[src/rtl/fpdiv.sv]
// fpdiv: iterative IEEE-754 single-precision divider (a / b).
// Restoring division yields one quotient bit per cycle; the result is
// rounded to nearest-even. Subnormal operands are treated as signed zero.
// Ports:
//   clk    - clock, rising-edge active
//   rst    - asynchronous active-high reset
//   valid  - start request; a and b are sampled on the same edge
//   a, b   - dividend and divisor
//   result - quotient, held until the next completion
//   fex    - {invalid, divide_by_zero, overflow}, held with result
//   done   - one-cycle completion pulse
//   busy   - high while a division is in flight
module fpdiv #(
    parameter int DWIDTH = 32,
    parameter int EWIDTH = 8,
    parameter int MWIDTH = 23
) (
    input  logic              clk,
    input  logic              rst,
    input  logic              valid,
    input  logic [DWIDTH-1:0] a,
    input  logic [DWIDTH-1:0] b,
    output logic [DWIDTH-1:0] result,
    output logic [2:0]        fex,
    output logic              done,
    output logic              busy
);

    localparam int QW   = MWIDTH + 3;            // quotient bits produced
    localparam int SW   = EWIDTH + 2;            // signed exponent width
    localparam int CW   = $clog2(QW);            // iteration counter width
    localparam int BIAS = (1 << (EWIDTH - 1)) - 1;
    localparam int EMAX = (1 << EWIDTH) - 1;

    localparam logic [DWIDTH-1:0] QNAN =
        {1'b0, {EWIDTH{1'b1}}, 1'b1, {(MWIDTH-1){1'b0}}};

    typedef enum logic [2:0] {
        S_IDLE,
        S_UNPACK,
        S_DIV,
        S_ROUND,
        S_FINISH
    } state_t;

    state_t state, state_nx;

    logic [DWIDTH-1:0] opa, opb;
    logic [MWIDTH+1:0] rem;
    logic [MWIDTH:0]   dvsr;
    logic [QW-1:0]     quo;
    logic [CW-1:0]     count;
    logic [SW-1:0]     exp_base;

    // Operand fields
    logic              sa, sb, sign_q;
    logic [EWIDTH-1:0] ea, eb;
    logic [MWIDTH-1:0] ma, mb;
    logic              a_nan, b_nan, a_inf, b_inf, a_zero, b_zero, special;

    assign sa     = opa[DWIDTH-1];
    assign sb     = opb[DWIDTH-1];
    assign ea     = opa[DWIDTH-2 -: EWIDTH];
    assign eb     = opb[DWIDTH-2 -: EWIDTH];
    assign ma     = opa[MWIDTH-1:0];
    assign mb     = opb[MWIDTH-1:0];
    assign sign_q = sa ^ sb;

    assign a_nan  = (ea == '1) && (ma != '0);
    assign b_nan  = (eb == '1) && (mb != '0);
    assign a_inf  = (ea == '1) && (ma == '0);
    assign b_inf  = (eb == '1) && (mb == '0);
    // Zero exponent covers subnormals as well: they flush to signed zero.
    assign a_zero = (ea == '0);
    assign b_zero = (eb == '0);
    assign special = a_nan | b_nan | a_inf | b_inf | a_zero | b_zero;

    // Special-operand result, priority ordered
    logic [DWIDTH-1:0] sp_res;
    logic [2:0]        sp_fex;

    always_comb begin
        sp_res = {sign_q, {(DWIDTH-1){1'b0}}};
        sp_fex = 3'b000;
        if (a_nan || b_nan || (a_zero && b_zero) || (a_inf && b_inf)) begin
            sp_res = QNAN;
            sp_fex = 3'b100;
        end else if (b_zero && !a_inf) begin
            sp_res = {sign_q, {EWIDTH{1'b1}}, {MWIDTH{1'b0}}};
            sp_fex = 3'b010;
        end else if (a_inf) begin
            sp_res = {sign_q, {EWIDTH{1'b1}}, {MWIDTH{1'b0}}};
        end
    end

    // One restoring-division step. When the subtraction succeeds the
    // difference is below the divisor, so it fits in MWIDTH+1 bits.
    logic            ge;
    logic [MWIDTH:0] diff, rem_nx;

    always_comb begin
        ge     = rem >= {1'b0, dvsr};
        diff   = rem[MWIDTH:0] - dvsr;
        rem_nx = ge ? diff : rem[MWIDTH:0];
    end

    // Normalise, round to nearest-even, range check and pack
    logic [MWIDTH-1:0] mant;
    logic              guard, rbit, sticky, inc;
    logic [MWIDTH:0]   mant_r;
    logic [SW-1:0]     exp_r;
    logic [DWIDTH-1:0] rnd_res;
    logic [2:0]        rnd_fex;

    always_comb begin
        if (quo[QW-1]) begin
            mant  = quo[QW-2:2];
            guard = quo[1];
            rbit  = quo[0];
        end else begin
            mant  = quo[QW-3:1];
            guard = quo[0];
            rbit  = 1'b0;
        end
        sticky = (rem != '0) | rbit;
        inc    = guard & (sticky | mant[0]);
        mant_r = {1'b0, mant} + {{MWIDTH{1'b0}}, inc};
        // Rounding carry-out leaves mant_r[MWIDTH-1:0] at zero already.
        exp_r  = exp_base - {{(SW-1){1'b0}}, ~quo[QW-1]}
                          + {{(SW-1){1'b0}}, mant_r[MWIDTH]};
        rnd_fex = 3'b000;
        if (!exp_r[SW-1] && (exp_r >= SW'(EMAX))) begin
            rnd_res = {sign_q, {EWIDTH{1'b1}}, {MWIDTH{1'b0}}};
            rnd_fex = 3'b001;
        end else if (exp_r[SW-1] || (exp_r == '0)) begin
            rnd_res = {sign_q, {(DWIDTH-1){1'b0}}};
        end else begin
            rnd_res = {sign_q, exp_r[EWIDTH-1:0], mant_r[MWIDTH-1:0]};
        end
    end

    // State register
    always_ff @(posedge clk or posedge rst) begin
        if (rst) state <= S_IDLE;
        else     state <= state_nx;
    end

    // Next-state logic
    always_comb begin
        state_nx = state;
        case (state)
            S_IDLE:   if (valid) state_nx = S_UNPACK;
            S_UNPACK: state_nx = special ? S_FINISH : S_DIV;
            S_DIV:    if (count == CW'(QW-1)) state_nx = S_ROUND;
            S_ROUND:  state_nx = S_IDLE;
            S_FINISH: state_nx = S_IDLE;
            default:  state_nx = S_IDLE;
        endcase
    end

    // Outputs decoded from state
    always_comb begin
        busy = (state != S_IDLE);
    end

    // Datapath and registered result
    always_ff @(posedge clk or posedge rst) begin
        if (rst) begin
            opa      <= '0;
            opb      <= '0;
            rem      <= '0;
            dvsr     <= '0;
            quo      <= '0;
            count    <= '0;
            exp_base <= '0;
            result   <= '0;
            fex      <= '0;
            done     <= 1'b0;
        end else begin
            done <= 1'b0;
            case (state)
                S_IDLE: begin
                    if (valid) begin
                        opa <= a;
                        opb <= b;
                    end
                end
                S_UNPACK: begin
                    rem      <= {1'b0, 1'b1, ma};
                    dvsr     <= {1'b1, mb};
                    quo      <= '0;
                    count    <= '0;
                    exp_base <= {2'b00, ea} - {2'b00, eb} + SW'(BIAS);
                end
                S_DIV: begin
                    rem   <= {rem_nx, 1'b0};
                    quo   <= {quo[QW-2:0], ge};
                    count <= count + 1'b1;
                end
                S_ROUND: begin
                    result <= rnd_res;
                    fex    <= rnd_fex;
                    done   <= 1'b1;
                end
                S_FINISH: begin
                    result <= sp_res;
                    fex    <= sp_fex;
                    done   <= 1'b1;
                end
                default: ;
            endcase
        end
    end

endmodule

[config.mk]
export PLATFORM = sky130hd
export DESIGN_NAME = fpdiv
export DESIGN_NICKNAME = d
export VERILOG_FILES = /design/src/rtl/fpdiv.sv
export SDC_FILE = /design/constraint.sdc
export NUM_CORES = 1
export LEC_CHECK = 0
export CORE_ASPECT_RATIO = 2
export CORE_MARGIN = 2
export CORE_UTILIZATION = 40
export CTS_CLUSTER_DIAMETER = 120
export DETAILED_ROUTE_END_ITERATION = 12
export GPL_ROUTABILITY_DRIVEN = 0
export GPL_TIMING_DRIVEN = 0
export HOLD_SLACK_MARGIN = 0.08
export SYNTH_ARGS = -nofsm -noshare
export SYNTH_HDL_FRONTEND = slang
export SYNTH_SLANG_ARGS = --single-unit
[constraint.sdc]
create_clock -name clk -period 7 [get_ports clk]
set_input_delay 1.4 -clock clk [delete_from_list [all_inputs] [get_ports clk]]
set_output_delay 1.4 -clock clk [all_outputs]
set_load 0.01 [all_outputs]
======== Yosys cells after proc, flatten, opt, wreduce, memory -nomap -nowiden ========
Cells that the tools add are included.
word-level totals
  flip-flop bits (word level) ............. 193
  word-level logic and storage cells ...... 90
  output and inout bits ................... 37
  bits of input ports ..................... 67
operators by class
  multiplexer cells ....................... 22
  add/sub/neg operators ................... 7
  bitwise gates (word level) .............. 10
  magnitude comparators ................... 2
  equality and inequality tests ........... 9
  reduce and logical (&&, ||, !) cells .... 29
operators with widths
  operator                count
  $mux W31                4
  $pmux W32 S2            1
  $pmux W26 S2            1
  $pmux W25 S2            1
  $logic_not A23 Y1       2
  $reduce_bool A23 Y1     2
  $mux W32                1
  $ge A25 B24 Y1          1
  $reduce_bool A25 Y1     1
  $add A23 B1 Y24         1
  $mux W24                1
  $sub A24 B24 Y24        1
  $mux W23                1
  $eq A8 B8 Y1 const B    2
  $logic_not A8 Y1        2
  $mux W3                 4
  $add A10 B1 Y10         1
  $add A9 B8 Y10 const B  1
  $ge A10 B8 Y1 const B   1
  $logic_not A10 Y1       1
  $pmux W5 S2             1
  $sub A10 B1 Y10         1
  $pmux W3 S3             1
  $sub A8 B8 Y9           1
  other kinds (21)        45

======== Longest topological paths before layout ========
Gate-level depths: netlist (run 1).
  depth in word-level cells ............... 11
  mapped depth ............................ 24
  mapped depth without buffers ............ 21

======== Least setup slack after synthesis (run 1) ========
Ideal clock, no wire load.
  kind .................................... register -> register
  start point ............................. register quo[25]
  end point ............................... register result[0]
  setup time .............................. 0.121 ns
  required time ........................... 6.879 ns
  cell stages (with the launch flop) ...... 25
  arrival ................................. 4.722 ns
  buffers on the path ..................... 3
  setup slack ............................. 2.157 ns
  clock period less this slack ............ 4.843 ns
  cell sequence ........................... dfrtp_1 > buf_2 > nand2b_1 > nand2_1 > nand4_1 > nor4_2 > and3_1 > nand3_1 > or3b_2 > ha_1 > inv_1 > ha_1 > inv_1 > fa_1 > nor2b_1 > o21a_1 > o21ai_1 > a22oi_1 > xor2_1 > nor3_1 > a21oi_2 > and3b_1 > buf_4 > buf_6 > a22o_1
between the ends
  word-level cells in the longest chain between the ends .. 11
  elaborated cells between the ends (all ways) .. 18
  classes of those cells .................. add/sub: 3; order compare: 1; mux: 6; bitwise: 4; reduce/logical: 4
RTL lines
  what                                                     line  source
  from (decl)                                              51    logic [QW-1:0] quo;
  from (signal assigned)                                   197   quo <= {quo[QW-2:0], ge};
  branches (longest 9 deep; another with $add A23 B1 Y24)  -
  $mux W31 *                                               132   if (!exp_r[SW-1] && (exp_r >= SW'(EMAX))) begin
  $pmux W32 S2 *                                           181   case (state)
  to (signal assigned)                                     201   result <= rnd_res;
  to (signal assigned)                                     206   result <= sp_res;
  to (decl)                                                23    output logic [DWIDTH-1:0] result,
Every way passes the cells marked *.
A chain may end at the register's enable or synchronous reset.

======== Worst setup path after layout (run 1) ========
  start point ............................. register quo[25]
  end point ............................... register result[9]
The elaborated chain is that of the path after synthesis.

==> results of run 1 <==
worst register-to-register path: cells and delay by family, from the launching register on:
family / cells / cell delay (ns)
compound gates: 5 / 0.79
xor+xnor: 1 / 0.40
fa+ha+maj: 3 / 0.84
buf+inv: 5 / 0.65
flops: 1 / 0.41
simple gates: 10 / 2.54
cells in the mapped netlist, drive strengths merged (10+ instances only):
master	count
ha	46
clkbuf	46
inv	62
nor3	10
a31oi	10
xor2	29
a21oi	69
nor2	56
and3	25
xnor2	32
o21a	13
nand4	17
mux2i	28
nand3	29
o21ai	78
nor2b	11
nand2	155
mux2	61
buf	13
nor4	23
a22o	42
dfrtp	193
worst paths after layout:
check	to	slack, ns	depth (start not counted)
setup / recovery	result[9]	1.31	24
hold / removal	result[31]	0.47	2
setup reg to reg	result[9]	1.31	24
hold reg to reg	result[31]	0.47	2
max in group asynchronous	opb[30]	4.61	3
min in group asynchronous	result[2]	1.37	2
per-stage QoR:
stage	hold WS [ns]	instance area (µm²)
detailed placement	0.465	12400
floorplan	0.418	10900
global route	0.506	13100
global placement	0.456	12400
CTS	0.481	13100
finish	0.472	13100
power by group through the flow:
stage	clock, W	combinational [W]	sequential [W]
after floorplan	0	0.00286	0.00186
after detailed placement	0	0.00375	0.00200
after global routing	0.00111	0.00419	0.00203
after CTS	0.00108	0.00377	0.00198
final	0.00105	0.00375	0.00198
after global placement	0	0.00368	0.00200
final cells by class:
class	count	area, µm²
fill	2582	13900
multi-input combinational	827	5610
sequential	193	4830
timing repair buffer	104	1060
clock buffer	20	457
tap	348	435
buffer	59	262
inverter	62	240
clock inverter	12	169
registers in the layout, summed over array words and instances, names as in the netlist:
name	flops
quo	26
rem	25
result	32
count	5
opb	32
opa	32
state	3
fex	3
exp_base	10
dvsr	24
done	1
metal layers:
layer | global-route usage | wire length (µm) | up-vias
met4 | 0.120 | 1440 | 0
li1 | - | - | 4283
met1 | 0.207 | 10700 | 4296
met3 | 0.0257 | 654 | 68
met2 | 0.414 | 17000 | 178
met5 | 0 | 0 | -
cell families after synthesis:
family / synth area share
AND/OR/NAND/NOR: 0.153
XOR/XNOR: 0.0489
flip-flops: 0.442
AO/OA/AOI/OAI: 0.165
adder cells (fa/ha/maj): 0.0582
buffers and inverters: 0.0452
multiplexers: 0.0885
==> impl_metrics.tcl, run 1 <==
set metrics [dict create \
    outcome "complete, no violations" \
    antenna_found_initial 0 \
    async_reset_ff_frac 1.00 \
    dp.cells 1593 \
    critPathTopFamily "simple AND/OR/NAND/NOR gates" \
    layout.cells.most_common_list "193 x dfrtp_1, 155 x nand2_1, 103 x clkdlybuf4s50_1" \
    dp_hpwl_um 23000 \
    die_height_um 238 \
    synth_area_leader_cell "dfrtp_1" \
    rsz0062_at_grt "false" \
    fmaxAchievable_ghz 0.176 \
    cp-end-kind "register" \
    worst-slew-pin-transition_ns 1.02 \
    critical_path.slowest_cell "nor4_2" \
    power.density_nw_per_um2 520 \
    ys_ff_latch 193 \
    die_area_um2 28700 \
    htreeDepth 4 \
    final_nets 1380 \
    dr.pass1.iters 5 \
    clock_skew_ns 0.0107 \
    maxSlewViolCount 0 \
    crit_fanout 10 \
    ys.flop_type "dfrtp_1" \
    grt_pass1_vias 8969 \
    dp_slack_ns 1.36 \
    dr_total_vias 8825 \
    cts_setup_buffers 0 \
    ir_worst_vdd_mv 0.251 \
    relSlewSlack 0.319 \
    cts_tree "yes" \
    finalSetupViolCount 0 \
    clk_latency_ns 0.46 \
    die_width_um 121 \
    cap_violations 0 \
    num_antenna_cells 0 \
    final.setup.tns_ns 0 \
    hold_buffers 0 \
    crit_start "quo[25]" \
    synth_area_leaders "dfrtp_1 44%, mux2_2 6.3%, nand2_1 5.3%, ha_1 5.3%, o21ai_0 3.5%" \
    pin_count 104 \
    fin_cells 1625 \
    route.detailed.drc 0 \
    combPwrFrac 0.553 \
    ys_seq_area_frac 0.442 \
    total_power_w 0.00679 \
    leakagePower_nw 5.60 \
    layout_commonest_cell "dfrtp_1" \
    drive_above_1_share 0.0908 \
    crit_buf_inv 5 \
    routed_wirelength_um 29700 \
    vias_per_cell 5.43 \
    worstHoldStart "result[31]" \
    synth-edff-count 0 \
    grt_pass1_wl_um 46500 \
    max_stage_delay_ns 0.63 \
    sw_frac_of_total 0.442 \
    clk_path_buf_depth 2 \
    grt-ovfl-total 0 \
    cp-start-kind "register" \
    switchingPower_w 0.00300 \
    start_util 0.406 \
    ys_types 64 \
    clock-root-buffer "clkbuf_16" \
    required_ns 7.40 \
    path_cells "buf_2, nand2b_1, nand2_1, nand4_1, nor4_2, and3_1, nand3_1, or3b_2, ha_1, inv_1, ha_1, inv_1, fa_1, nor2b_1, o21a_1, o21ai_1, a22oi_1, xor2_1, nor3_1, a21oi_2, and3b_1, buf_4, buf_6, a22o_1" \
    hp-class "reg2reg" \
    track_usage 0.212 \
    cts.sinks 193 \
    netlist_area_um2 10900 \
    syn2layout_area_growth_pct 19.5 \
    syn-num-nets 1257 \
    core-area_um2 26900 \
    synthCells 1141 \
    row_count 85 \
    hold_viol 0 \
    min_period_over_period 0.813 \
    regToRegStartpoint "quo[25]" \
    min_period_ns 5.69 \
    worst_slack_ns 1.31 \
    ys_warn_count 0 \
    ant_nets 0 \
    cts_resized 0 \
    io_buffers 103 \
    synth_area_per_cell_um2 9.58 \
    final_util 0.485 \
    power_frac_seq 0.292 \
    clkPwrFrac 0.155 \
    crit_type "reg2reg" \
    cts.clk_slew.worst_paths_ns 0.08 \
    grt_max_degree 127 \
    power.internal_w 0.00379 \
    cp.arrival_ns 6.08 \
    numCtsBuffers 17 \
    wl_per_cell_um 18.3 \
    synth_top_cell_area_share 0.442 \
    drtIter0Drc 395 \
]
No activity file was read; power rests on OpenSTA's default activity.
==> run 2, diff against run 1 <==
- clock period: 7 -> 5.7 ns (I/O delays scaled with it)
==> run 2 against run 1 <==
Against the previous run: register-to-register slack got worse by 1.0 ns; via count increased by 1.0%; highest routed layer unchanged; critical path type unchanged; clock power increased by 22%; non-clock buffer count increased by 6; cell count increased by 0.37%; first-iteration DRC count increased by 22%; largest cell class unchanged; setup slack got worse by 1.0 ns; wire length increased by 0.32%.
==> impl_metrics.tcl, run 2 (synthesis results as in run 1) <==
set metrics [dict create \
    hold_buffers 0 \
    path_cells "buf_2, clkinvlp_4, nand2_1, a21o_1, nor4_4, and3_1, nand3_1, or3b_2, ha_1, inv_1, ha_1, inv_1, fa_1, nor2b_1, o21a_1, o21ai_1, a22oi_1, xor2_2, nor3_1, a21oi_2, and3b_1, buf_4, buf_6, a22o_1" \
    cp-end-kind "register" \
    drtIter0Drc 482 \
    cp.arrival_ns 5.74 \
    die_area_um2 28700 \
    layout_commonest_cell "dfrtp_1" \
    fmaxAchievable_ghz 0.186 \
    io_buffers 103 \
    wl_per_cell_um 18.3 \
    start_util 0.406 \
    dp_hpwl_um 23500 \
    routed_wirelength_um 29800 \
    crit_type "reg2reg" \
    ant_nets 0 \
    crit_fanout 10 \
    pin_count 104 \
    hold_viol 0 \
    num_antenna_cells 0 \
    max_stage_delay_ns 0.46 \
    worst_slack_ns 0.311 \
    min_period_ns 5.39 \
    min_period_over_period 0.946 \
    relSlewSlack 0.309 \
    outcome "complete, no violations" \
    row_count 85 \
    critical_path.slowest_cell "or3b_2" \
    layout_top_registers "opa: 32 flops, opb: 32 flops, result: 32 flops" \
    dp_slack_ns -0.00272 \
    critPathTopFamily "simple AND/OR/NAND/NOR gates" \
    hp-class "reg2reg" \
    antenna_found_initial 0 \
    crit_buf_inv 6 \
    die_width_um 121 \
    leakagePower_nw 5.65 \
    layout.cells.most_common_list "193 x dfrtp_1, 155 x nand2_1, 103 x clkdlybuf4s50_1" \
    cts.sinks 193 \
    cap_violations 0 \
    cp-start-kind "register" \
    ir_worst_vdd_mv 0.285 \
    clock-root-buffer "clkbuf_16" \
    dr.pass1.iters 5 \
    maxSlewViolCount 0 \
    grt_max_degree 43 \
    cts_tree "yes" \
    final_nets 1386 \
    grt-ovfl-total 0 \
    cts.clk_slew.worst_paths_ns 0.08 \
    final.setup.tns_ns 0 \
    total_power_w 0.00834 \
    drive_above_1_share 0.0966 \
    required_ns 6.05 \
    clock_skew_ns 0.0137 \
    grt_pass1_wl_um 47200 \
    vias_per_cell 5.47 \
    die_height_um 238 \
    dr_total_vias 8916 \
    worst-slew-pin-transition_ns 1.03 \
    grt_pass1_vias 8895 \
    core-area_um2 26900 \
    numCtsBuffers 17 \
    syn2layout_area_growth_pct 20.3 \
    clk_path_buf_depth 2 \
    power.density_nw_per_um2 634 \
    htreeDepth 4 \
    finalSetupViolCount 0 \
    rsz0062_at_grt "false" \
    clk_latency_ns 0.46 \
    route.detailed.drc 0 \
    track_usage 0.214 \
]
[run 2: area by class of cell]
class / instances / area (µm²)
Buffer: 59 / 263
Clock buffer: 20 / 447
Clock inverter: 12 / 169
Fill cell: 2548 / 13800
Inverter: 62 / 240
Multi-Input combinational cell: 827 / 5620
Sequential cell: 193 / 4830
Tap cell: 348 / 435
Timing Repair Buffer: 110 / 1150
[run 2: per-stage QoR]
step / hold WS, ns / util / instances / instance area (µm²)
3_5_place_dp: 0.465 / 0.465 / 1597 / 12500
4_1_cts: 0.483 / 0.488 / 1629 / 13100
2_1_floorplan: 0.418 / - / 1141 / 10900
6_report: 0.478 / 0.489 / 1631 / 13200
3_3_place_gp: 0.461 / 0.461 / 1592 / 12400
5_1_grt: 0.492 / 0.489 / 1631 / 13200
[run 2: final timing paths]
path | endpoint | cells past startpoint | from | slack (ns)
worst max-delay path | result[4] | 24 | quo[25] | 0.31
worst min-delay path | dvsr[23] | 2 | dvsr[23] | 0.48
worst max register to register | result[4] | 24 | quo[25] | 0.31
worst min register to register | dvsr[23] | 2 | dvsr[23] | 0.48
max in group asynchronous | opb[1] | 5 | rst | 3.72
min in group asynchronous | result[0] | 2 | rst | 0.95
[run 2: metal layers]
layer | global-route usage | vias up | wire [µm]
li1 | - | 4296 | -
met5 | 0 | - | 0
met1 | 0.208 | 4372 | 10500
met2 | 0.421 | 185 | 17100
met3 | 0.0326 | 63 | 844
met4 | 0.108 | 0 | 1350
[run 2: worst register-to-register path, stage by stage, from the launching register on]
cell	delay, ns
dfrtp_1	0.41
buf_2	0.21
clkinvlp_4	0.18
nand2_1	0.12
a21o_1	0.22
nor4_4	0.40
and3_1	0.29
nand3_1	0.12
or3b_2	0.46
ha_1	0.28
inv_1	0.06
ha_1	0.15
inv_1	0.05
fa_1	0.39
nor2b_1	0.14
o21a_1	0.15
o21ai_1	0.11
a22oi_1	0.25
xor2_2	0.17
nor3_1	0.29
a21oi_2	0.12
and3b_1	0.20
buf_4	0.17
buf_6	0.15
a22o_1	0.19
[run 2: timing repair]
| action | 4_1_cts | 5_1_grt |
|---|---|---|
| resized for setup | 1 | 3 |
| buffers inserted | 0 | 2 |
| pin swaps | 0 | 1 |
| setup endpoints to repair | 19 | 24 |
[run 2: power by group]
group          switching (W)  internal (W)
Clock               0.000565      0.000713
Sequential          0.000518       0.00192
Combinational        0.00260       0.00202
Total                0.00368       0.00465
